### src/rtl/execute_muldiv_iter.sv
// ---------------------------------------------------------------------------
// execute_muldiv_iter
// Iterative RV64M multiply/divide unit. It takes one M-extension op at a time
// from the execute stage and returns the result through a valid/ready
// handshake. Multiplies use radix-2 shift-add and divides use a restoring
// divider, one bit per cycle, both on operand magnitudes. A fix-up cycle then
// applies the sign and selects the half or word that the op asks for.
//
// Ports
//   clk, rst_n          clock, asynchronous active-low reset
//   flush               kills the in-flight op on the next edge
//   in_valid/in_ready   request handshake (in_ready only in IDLE)
//   in_op, in_word      op select (MUL..REMU) and W-form select
//   in_src1, in_src2    rs1 / rs2 operands
//   in_tag              sideband tag returned with the result
//   out_valid/out_ready result handshake
//   out_result, out_tag registered result and its tag
// ---------------------------------------------------------------------------
module execute_muldiv_iter #(
   parameter int WIDTH = 64,
   parameter int TAG_W = 5
) (
   input  logic             clk,
   input  logic             rst_n,
   input  logic             flush,
   input  logic             in_valid,
   output logic             in_ready,
   input  logic [2:0]       in_op,
   input  logic             in_word,
   input  logic [WIDTH-1:0] in_src1,
   input  logic [WIDTH-1:0] in_src2,
   input  logic [TAG_W-1:0] in_tag,
   output logic             out_valid,
   input  logic             out_ready,
   output logic [WIDTH-1:0] out_result,
   output logic [TAG_W-1:0] out_tag
);

   localparam int CW = $clog2(WIDTH) + 1;
   localparam logic [WIDTH-1:0] ZERO_W = {WIDTH{1'b0}};
   localparam logic [WIDTH-1:0] ONES_W = {WIDTH{1'b1}};
   localparam logic [WIDTH-1:0] MIN_W  = {1'b1, {(WIDTH-1){1'b0}}};

   typedef enum logic [1:0] {
      S_IDLE = 2'd0,
      S_CALC = 2'd1,
      S_FIX  = 2'd2,
      S_DONE = 2'd3
   } state_t;

   state_t           state_q, state_d;
   logic [CW-1:0]    cnt_q, cnt_d;
   logic [2:0]       op_q, op_d;
   logic             word_q, word_d;
   logic             special_q, special_d;
   logic             neg_q, neg_d;
   logic [WIDTH:0]   acc_q, acc_d;      // product high half / partial remainder
   logic [WIDTH-1:0] lo_q, lo_d;        // multiplier+product low / dividend+quotient
   logic [WIDTH-1:0] b_q, b_d;          // multiplicand / divisor magnitude
   logic [TAG_W-1:0] tag_q, tag_d;
   logic [WIDTH-1:0] res_q, res_d;
   logic [TAG_W-1:0] otag_q, otag_d;

   function automatic logic [WIDTH-1:0] sext32(input logic [31:0] v);
      return WIDTH'($signed(v));
   endfunction

   // ---------------- request decode and operand preparation ----------------
   logic             word_s, a_signed_s, b_signed_s;
   logic [WIDTH-1:0] a_ext_s, b_ext_s, a_mag_s, b_mag_s, dvd_s, spec_s, lo_init_s;
   logic             a_neg_s, b_neg_s, neg_s, dz_s, ovf_s;

   // W forms exist only for MUL and the divide group, and only on a 64-bit datapath
   assign word_s     = (WIDTH == 64) && in_word && ((in_op == 3'd0) || in_op[2]);
   // MUL keeps unsigned operands: the low half of the product is sign-agnostic
   assign a_signed_s = (in_op == 3'd1) || (in_op == 3'd2) || (in_op == 3'd4) || (in_op == 3'd6);
   assign b_signed_s = (in_op == 3'd1) || (in_op == 3'd4) || (in_op == 3'd6);

   assign a_ext_s = !word_s ? in_src1 :
                    (a_signed_s ? sext32(in_src1[31:0]) : WIDTH'(in_src1[31:0]));
   assign b_ext_s = !word_s ? in_src2 :
                    (b_signed_s ? sext32(in_src2[31:0]) : WIDTH'(in_src2[31:0]));

   assign a_neg_s = a_signed_s && a_ext_s[WIDTH-1];
   assign b_neg_s = b_signed_s && b_ext_s[WIDTH-1];
   assign a_mag_s = a_neg_s ? (ZERO_W - a_ext_s) : a_ext_s;
   assign b_mag_s = b_neg_s ? (ZERO_W - b_ext_s) : b_ext_s;
   // remainder follows the dividend alone; all other signed results use the sign xor
   assign neg_s   = (in_op == 3'd6) ? a_neg_s : (a_neg_s ^ b_neg_s);

   assign dz_s  = in_op[2] && (b_ext_s == ZERO_W);
   assign ovf_s = in_op[2] && !in_op[0] &&
                  (word_s ? ((in_src1[31:0] == 32'h8000_0000) && (in_src2[31:0] == 32'hFFFF_FFFF))
                          : ((a_ext_s == MIN_W) && (b_ext_s == ONES_W)));

   // the dividend as returned by the special cases; W forms always sign-extend
   assign dvd_s  = word_s ? sext32(in_src1[31:0]) : in_src1;
   assign spec_s = dz_s ? (in_op[1] ? dvd_s : ONES_W)
                        : (in_op[1] ? ZERO_W : dvd_s);

   // a 32-step divide must see the word dividend MSB-aligned in the shift register
   assign lo_init_s = (in_op[2] && word_s) ? (a_mag_s << (WIDTH - 32)) : a_mag_s;

   // ---------------- iteration datapath ----------------
   logic [WIDTH:0] mul_sum_s, div_sh_s, div_try_s;
   logic           div_q_s;

   assign mul_sum_s = acc_q + (lo_q[0] ? {1'b0, b_q} : {(WIDTH+1){1'b0}});
   assign div_sh_s  = {acc_q[WIDTH-1:0], lo_q[WIDTH-1]};
   assign div_q_s   = (div_sh_s >= {1'b0, b_q});
   assign div_try_s = div_sh_s - {1'b0, b_q};

   // ---------------- fix-up: sign correction and half/word select ----------------
   logic [WIDTH-1:0] mulh_s, quo_s, rem_s, fix_s;

   // high half of the negated 2N-bit product: invert, plus carry out of the low half
   assign mulh_s = neg_q ? (~acc_q[WIDTH-1:0] + WIDTH'(lo_q == ZERO_W)) : acc_q[WIDTH-1:0];
   assign quo_s  = neg_q ? (ZERO_W - lo_q) : lo_q;
   assign rem_s  = neg_q ? (ZERO_W - acc_q[WIDTH-1:0]) : acc_q[WIDTH-1:0];

   // final result select for the FIX cycle
   always_comb begin
      fix_s = lo_q;
      if (special_q) begin
         fix_s = lo_q;
      end else begin
         case (op_q)
            // a 32-step word multiply leaves its low product word in lo_q's top half
            3'd0:          fix_s = word_q ? sext32(lo_q[WIDTH-1 -: 32]) : lo_q;
            3'd1, 3'd2,
            3'd3:          fix_s = mulh_s;
            3'd4, 3'd5:    fix_s = word_q ? sext32(quo_s[31:0]) : quo_s;
            3'd6, 3'd7:    fix_s = word_q ? sext32(rem_s[31:0]) : rem_s;
            default:       fix_s = lo_q;
         endcase
      end
   end

   // next-state and datapath update
   always_comb begin
      state_d   = state_q;
      cnt_d     = cnt_q;
      op_d      = op_q;
      word_d    = word_q;
      special_d = special_q;
      neg_d     = neg_q;
      acc_d     = acc_q;
      lo_d      = lo_q;
      b_d       = b_q;
      tag_d     = tag_q;
      res_d     = res_q;
      otag_d    = otag_q;
      if (flush) begin
         state_d = S_IDLE;
         cnt_d   = {CW{1'b0}};
      end else begin
         case (state_q)
            S_IDLE: begin
               if (in_valid) begin
                  op_d   = in_op;
                  word_d = word_s;
                  tag_d  = in_tag;
                  neg_d  = neg_s;
                  acc_d  = {(WIDTH+1){1'b0}};
                  if (dz_s || ovf_s) begin
                     special_d = 1'b1;
                     lo_d      = spec_s;
                     b_d       = ZERO_W;
                     cnt_d     = {CW{1'b0}};
                     state_d   = S_FIX;
                  end else begin
                     special_d = 1'b0;
                     lo_d      = lo_init_s;
                     b_d       = b_mag_s;
                     cnt_d     = word_s ? CW'(32) : CW'(WIDTH);
                     state_d   = S_CALC;
                  end
               end else begin
                  state_d = S_IDLE;
               end
            end
            S_CALC: begin
               if (op_q[2]) begin
                  acc_d = div_q_s ? div_try_s : div_sh_s;
                  lo_d  = {lo_q[WIDTH-2:0], div_q_s};
               end else begin
                  acc_d = {1'b0, mul_sum_s[WIDTH:1]};
                  lo_d  = {mul_sum_s[0], lo_q[WIDTH-1:1]};
               end
               cnt_d = cnt_q - CW'(1);
               if (cnt_q == CW'(1)) begin
                  state_d = S_FIX;
               end else begin
                  state_d = S_CALC;
               end
            end
            S_FIX: begin
               res_d     = fix_s;
               otag_d    = tag_q;
               special_d = 1'b0;
               state_d   = S_DONE;
            end
            S_DONE: begin
               if (out_ready) begin
                  state_d = S_IDLE;
               end else begin
                  state_d = S_DONE;
               end
            end
            default: state_d = S_IDLE;
         endcase
      end
   end

   // state and datapath registers
   always_ff @(posedge clk or negedge rst_n) begin
      if (!rst_n) begin
         state_q   <= S_IDLE;
         cnt_q     <= {CW{1'b0}};
         op_q      <= 3'd0;
         word_q    <= 1'b0;
         special_q <= 1'b0;
         neg_q     <= 1'b0;
         acc_q     <= {(WIDTH+1){1'b0}};
         lo_q      <= ZERO_W;
         b_q       <= ZERO_W;
         tag_q     <= {TAG_W{1'b0}};
         res_q     <= ZERO_W;
         otag_q    <= {TAG_W{1'b0}};
      end else begin
         state_q   <= state_d;
         cnt_q     <= cnt_d;
         op_q      <= op_d;
         word_q    <= word_d;
         special_q <= special_d;
         neg_q     <= neg_d;
         acc_q     <= acc_d;
         lo_q      <= lo_d;
         b_q       <= b_d;
         tag_q     <= tag_d;
         res_q     <= res_d;
         otag_q    <= otag_d;
      end
   end

   assign in_ready   = (state_q == S_IDLE);
   assign out_valid  = (state_q == S_DONE);
   assign out_result = res_q;
   assign out_tag    = otag_q;

endmodule

### config.mk
export PLATFORM = sky130hd
export DESIGN_NAME = execute_muldiv_iter
export DESIGN_NICKNAME = d
export VERILOG_FILES = /design/src/rtl/execute_muldiv_iter.sv
export SDC_FILE = /design/constraint.sdc
export NUM_CORES = 2
export LEC_CHECK = 0
export BUFFER_PORTS_ARGS = -buffer_cell sky130_fd_sc_hd__buf_2
export CORE_ASPECT_RATIO = 1.1
export CORE_MARGIN = 10
export CORE_UTILIZATION = 56
export CTS_BUF_LIST = sky130_fd_sc_hd__clkbuf_8
export DETAILED_ROUTE_END_ITERATION = 10
export GPL_TIMING_DRIVEN = 1
export MAX_ROUTING_LAYER = met4
export PLACE_DENSITY = 0.75
export SLEW_MARGIN = 10
export SYNTH_ARGS = -nofsm -noshare
export SYNTH_HDL_FRONTEND = slang
export SYNTH_SLANG_ARGS = --single-unit
export TNS_END_PERCENT = 100
### constraint.sdc
create_clock -name clk -period 7.69 [get_ports clk]
set_input_delay 0.3845 -clock clk [delete_from_list [all_inputs] [get_ports clk]]
set_output_delay 0.3845 -clock clk [all_outputs]
set_load 0.03 [all_outputs]
== After elaboration in Yosys (flattened, before gate mapping) ==
Index checks and enable logic that the tools add are counted.

* Register bits: 282
* Bits of input ports: 142
* Output and inout bits: 71
* Word-level logic and storage cells: 123

* $add $sub $neg: 8
* Order comparisons: 1
* Equal/unequal tests: 21
* Muxes and demuxes: 45
* Bitwise logic cells: 3
* Reductions and logical operators: 33

{| class="wikitable"
|+ Operators with widths
! operator !! count
|-
| 64-bit two-way mux || 22
|-
| 64-bit case mux with 4 select lines || 1
|-
| 1-bit by 64-bit subtractor with 64-bit output (first input constant) || 4
|-
| 65-bit two-way mux || 3
|-
| 65-bit case mux with 2 select lines || 1
|-
| 64-bit == test (second input constant) || 2
|-
| 64-bit zero test || 2
|-
| 64-bit case mux with 2 select lines || 1
|-
| 65-bit by 64-bit adder with 65-bit output || 1
|-
| 65-bit by 64-bit >= comparator with 1-bit output || 1
|-
| 65-bit by 64-bit subtractor with 65-bit output || 1
|-
| 64-bit by 1-bit adder with 64-bit output || 1
|-
| 32-bit == test (second input constant) || 2
|-
| 64-bit inverter || 1
|-
| 63-bit two-way mux || 1
|-
| 7-bit two-way mux || 4
|-
| 3-bit == test (second input constant) || 6
|-
| 7-bit case mux with 2 select lines || 1
|-
| 2-bit two-way mux || 5
|-
| 3-bit by 2-bit == test with 1-bit output (second input constant) || 3
|-
| 1-bit logical AND || 9
|-
| 3-bit AND reduction || 3
|-
| 2-bit case mux with 4 select lines || 1
|-
| 7-bit by 1-bit == test with 1-bit output (second input constant) || 1
|-
| other kinds (19) || 34
|}

== Longest topological paths before layout ==
* Word-level depth: 15
* Gate-level depth with buffers: 24

== Least setup slack after synthesis ==
No wires, ideal clock.

* Kind: register to register
* From: reg lo_q[8]
* To: reg res_q[54], in the netlist out_result[54]
* Data arrival time: 5618 ps
* Required time: 7586 ps
* Path slack: 1968 ps
* Stages on the path, launching flop included: 22
* Cells stage by stage: dfrtp_1 > buf_6 > or4_4 > or4_4 > or3_1 > buf_6 > nand2b_4 > nand2b_4 > or4_4 > or4_4 > nor3_1 > ha_1 > ha_1 > nand2_1 > or4_1 > o21ai_1 > nand2_1 > o22ai_1 > nand2_1 > a21oi_1 > a21oi_1 > a221oi_1

* Longest elaborated chain between the ends: 5
* Elaborated cells between the ends (all ways): 8

{| class="wikitable"
|+ RTL lines
! item !! line !! text
|-
| start: declaration || 58 || <nowiki>logic [WIDTH-1:0] lo_q, lo_d;</nowiki>
|-
| start signal: assignment || 238 || <nowiki>lo_q <= lo_d;</nowiki>
|-
| 64-bit zero test or 1-bit by 64-bit subtractor with 64-bit output (tied branches) || 117, 118 ||
|-
| 64-bit by 1-bit adder with 64-bit output or 64-bit two-way mux (tied branches) || 117, 118 ||
|-
| 64-bit two-way mux (on tied branches) || 117, 132 ||
|-
| 64-bit case mux with 4 select lines * || 127 || <nowiki>case (op_q)</nowiki>
|-
| 64-bit two-way mux * || 124 || <nowiki>if (special_q) begin</nowiki>
|-
| end signal: assignment || 241 || <nowiki>res_q <= res_d;</nowiki>
|-
| end: declaration || 61 || <nowiki>logic [WIDTH-1:0] res_q, res_d;</nowiki>
|}

Every way passes the cells marked *; elsewhere a longest branch is shown, timed or not.
A chain may end at the register's enable or synchronous reset.

== Worst setup path after layout ==
* From: reg lo_q[9]
* To: reg res_q[47], in the netlist out_result[47]

Same word-level chain as after synthesis.

==> reports/metrics.csv <==
stage,metric,value,unit
clock_network,htree depth,2,
synthesis,Syn Nets,4775,
pwr,VDD IR max,0.1968,mV
timing,Setup-failing EPs final,0,
pwr,Int Power,6.349,mW
synthesis,Post-synth ARST share,1.000,
synthesis,synthesized flop and latch total,282,
routing,Post-route DRC,0,
synthesis,most frequent cell after synthesis,nand2_1,
synthesis,commonest cells in the netlist,"nand2_1 (521), a21oi_1 (517), o21ai_0 (468)",
routing,Vias,36860,
routing,Detailed Route Iter0 Violations,5444,
setup_path,critical path class,register to register,
pwr,Sw Ratio,0.5675,
setup_path,crit path launch,lo_q[9]$_DFFE_PN0P_,
hold_path,Hold Crit Class,primary input to register,
routing,Via-to-Cell Ratio,6.988,
pwr,Lkg Pwr,15.03,nW
global_routing,vias in the first global route,33550,
clock_network,clock sinks,282,
setup_path,Worst R2R Setup Slack,1.04,ns
timing,Fin. Hold Viols,0,
placement,Setup WS pre-CTS,1.326,ns
setup_path,crit start category,register,
placement,IO buf count,212,
finish,register area,7064,um^2
hold_path,Hold Startpoint,in_src2[21],
clock_network,Post-CTS Resized,0,
routing,DRT Pass-1 Iters,9,
timing,final worst path period share,0.8651,
run_status,run status,"complete, no violations",
synthesis,share of the synthesized area in the top cell type,0.2223,
clock_network,clock slew at the register clock pins of the worst setup and hold paths,0.07,ns
die,die height,269.7,um
synthesis,warnings from Yosys,0,
die,Die X,247.0,um
timing,Clock Skew,0.06483,ns
pwr,clock share of power,0.121,
pwr,Flop pwr share,0.220,
synthesis,Post-synth EDFFs,0,
clock_network,clk_lat worst skew,0.72,ns
routing,Routed WL per cell,27.03,um
pwr,sw power,8.332,mW
timing,Worst-Margin Slew,1.255,ns
timing,fmax,150.3,MHz
finish,fraction of layout cells with a size suffix above 1,0.1014,
finish,area occupied by multi-input gates,22860,um^2
synthesis,area of the mapped netlist,31740,um^2
synthesis,Synth Instances,4494,
timing,Slew Limit Fails,0,
die,# IOs,213,
synthesis,number of library cell types mapped by synthesis,89,
setup_path,WP data arrival,7.23,ns
timing,Setup WS post-layout,1.037,ns
placement,routability congestion estimate,1.084,
synthesis,post-synth top area cell,dfrtp_1,
setup_path,crit path max fanout,7,
global_routing,grt total ovfl,0,
finish,Fillers,5404,
timing,Max-slew headroom,0.1544,
synthesis,post-synthesis sequential area ratio,0.2223,
finish,final net count,4763,
global_routing,pin count of the biggest net entering global routing,128,
setup_path,reg2reg start,lo_q[9]$_DFFE_PN0P_,
die,Site Rows,91,
clock_network,Root Driver,clkbuf_8,
die,initial core utilization,0.5655,
routing,final WL,142600,um
synthesis,ranking of synthesized cells by area,"dfrtp_1 (22%), a21oi_1 (8.2%), o21ai_0 (7.4%), nand2_1 (6.2%), ha_1 (5.4%)",
clock_network,Max Root-Sink Buffers,3,
clock_network,clock buffer count from CTS,54,
timing,RSZ-0062 raised after global routing,false,
setup_path,Worst setup EP type,register,
setup_path,CP required,8.27,ns
die,Core ar.,56130,um^2
global_routing,Total Routing Usage GR,0.4213,
pwr,pwr dens,427.1,nW/um^2
clock_network,CTS tree,built,
placement,hpwl dp,107600,um
synthesis,Mean Syn Cell Area,7.064,um^2
global_routing,first-pass GRT wire length,212100,um
die,Die ar.,66620,um^2
routing,antenna violation net count after detailed routing,0,
timing,Final min period,6.653,ns
run,max-cap viol count,0,
pwr,Logic pwr share,0.658,
global_routing,antenna violations before repair,7,
finish,Synth-to-Final Area Change,8.289,%
synthesis,Synth Flop Type,dfrtp_1,
timing,setup_tns,0,ns
## sequential cells by signal (all words and copies together), names as in the netlist
register,cells
word_q,1
neg_q,1
tag_q,5
cnt_q,7
acc_q,65
op_q,3
lo_q,64
state_q,2
b_q,64
out_result,64
special_q,1
out_tag,5
## power groups by stage
stage	clock network (mW)	logic, mW	registers, mW
after detailed placement	0	9.21	3.18
after CTS	1.77	9.26	3.15
after floorplan	0	6.72	2.65
after global routing	1.84	10.4	3.27
after global placement	0	9.20	3.15
final	1.78	9.67	3.24
## critical path: stages, from the launching register on
cell and delay, ns:
dfrtp_1 0.47, or4_4 0.58, or4_4 0.47, or3_1 0.51, nand2b_4 0.22, nand2b_4 0.16, or4_4 0.54, or4_4 0.55
nor3_1 0.17, ha_1 0.22, and2_1 0.20, nand3_1 0.18, or2_2 0.37, o21ai_0 0.98, and2_1 0.32, a21oi_1 0.08
nor2_1 0.14, o21ai_0 0.09, a31oi_1 0.20, a221oi_1 0.11
## worst paths after layout
check | to | cells after the start
min in group asynchronous | out_result[62]$_DFFE_PN0P_ | 2
setup reg to reg | out_result[47]$_DFFE_PN0P_ | 19
hold reg to reg | out_tag[0]$_DFFE_PN0P_ | 2
setup / recovery | out_result[47]$_DFFE_PN0P_ | 19
hold / removal | b_q[21]$_DFFE_PN0P_ | 3
max in group asynchronous | b_q[35]$_DFFE_PN0P_ | 4
## area by class of cell
class,count,area share
sequential,282,0.2055
antenna,6,0.0004368
timing repair buffer,298,0.05074
clock buffer,70,0.02803
tap,744,0.02708
multi-input combinational,3710,0.6650
inverter,136,0.01485
clock inverter,29,0.008335
## cell usage in the layout (no fill, tap or decap), types with 80 or more instances in the layout
cell     Yosys  layout
dfrtp_1    282     280
nand2_1    521     517
a21o_1      80      80
mux2i_1     92      92
xor2_1     151     151
inv_1      133     141
o21ai_0    468     468
a21oi_1    517     515
nor3_1     121     121
buf_2       11     211
nor2_1     403     399
xnor2_1    166     166
ha_1       137     137
## cell families (layout without fill, tap and decap cells)
| logic type | after synthesis | in the layout | synth area share |
|---|---|---|---|
| multiplexers | 108 | 108 | 0.03469 |
| buffers and inverters | 502 | 533 | 0.06046 |
| AND/OR/NAND/NOR | 1458 | 1458 | 0.2120 |
| adder cells (fa/ha/maj) | 139 | 139 | 0.05526 |
| AO/OA/AOI/OAI | 1688 | 1688 | 0.3278 |
| flip-flops | 282 | 282 | 0.2223 |
| other | 0 | 6 | 0 |
| XOR/XNOR | 317 | 317 | 0.08746 |
## metrics by stage
stage	instance area (um^2)	hold slack, ns	instances	util	total power [mW]
final	34380	0.02666	5275	0.6124	14.68
after global routing	34380	0.04337	5275	0.6124	15.46
after CTS	34360	0.01071	5269	0.6121	14.19
after detailed placement	33050	0.4188	5164	0.5888	12.38
after global placement	33050	0.4153	5164	0.5888	12.35
after floorplan	31740	0.08891	4494	-	9.364
## per-layer routing
| metal | part of all wire | track usage | up-vias |
|---|---|---|---|
| li1 | - | - | 16470 |
| met3 | 0.13 | 0.1103 | 529 |
| met1 | 0.39 | 0.5473 | 17300 |
| met5 | 0 | - | - |
| met4 | 0.064 | 0.2203 | 0 |
| met2 | 0.41 | 0.5891 | 2560 |
## timing repair
| action | in CTS | in global routing |
|---|---|---|
| hold endpoints to repair | 84 | 0 |
| buffers inserted | 0 | 0 |
| hold buffers | 6 | 0 |
No activity file was read; power rests on OpenSTA's default activity.
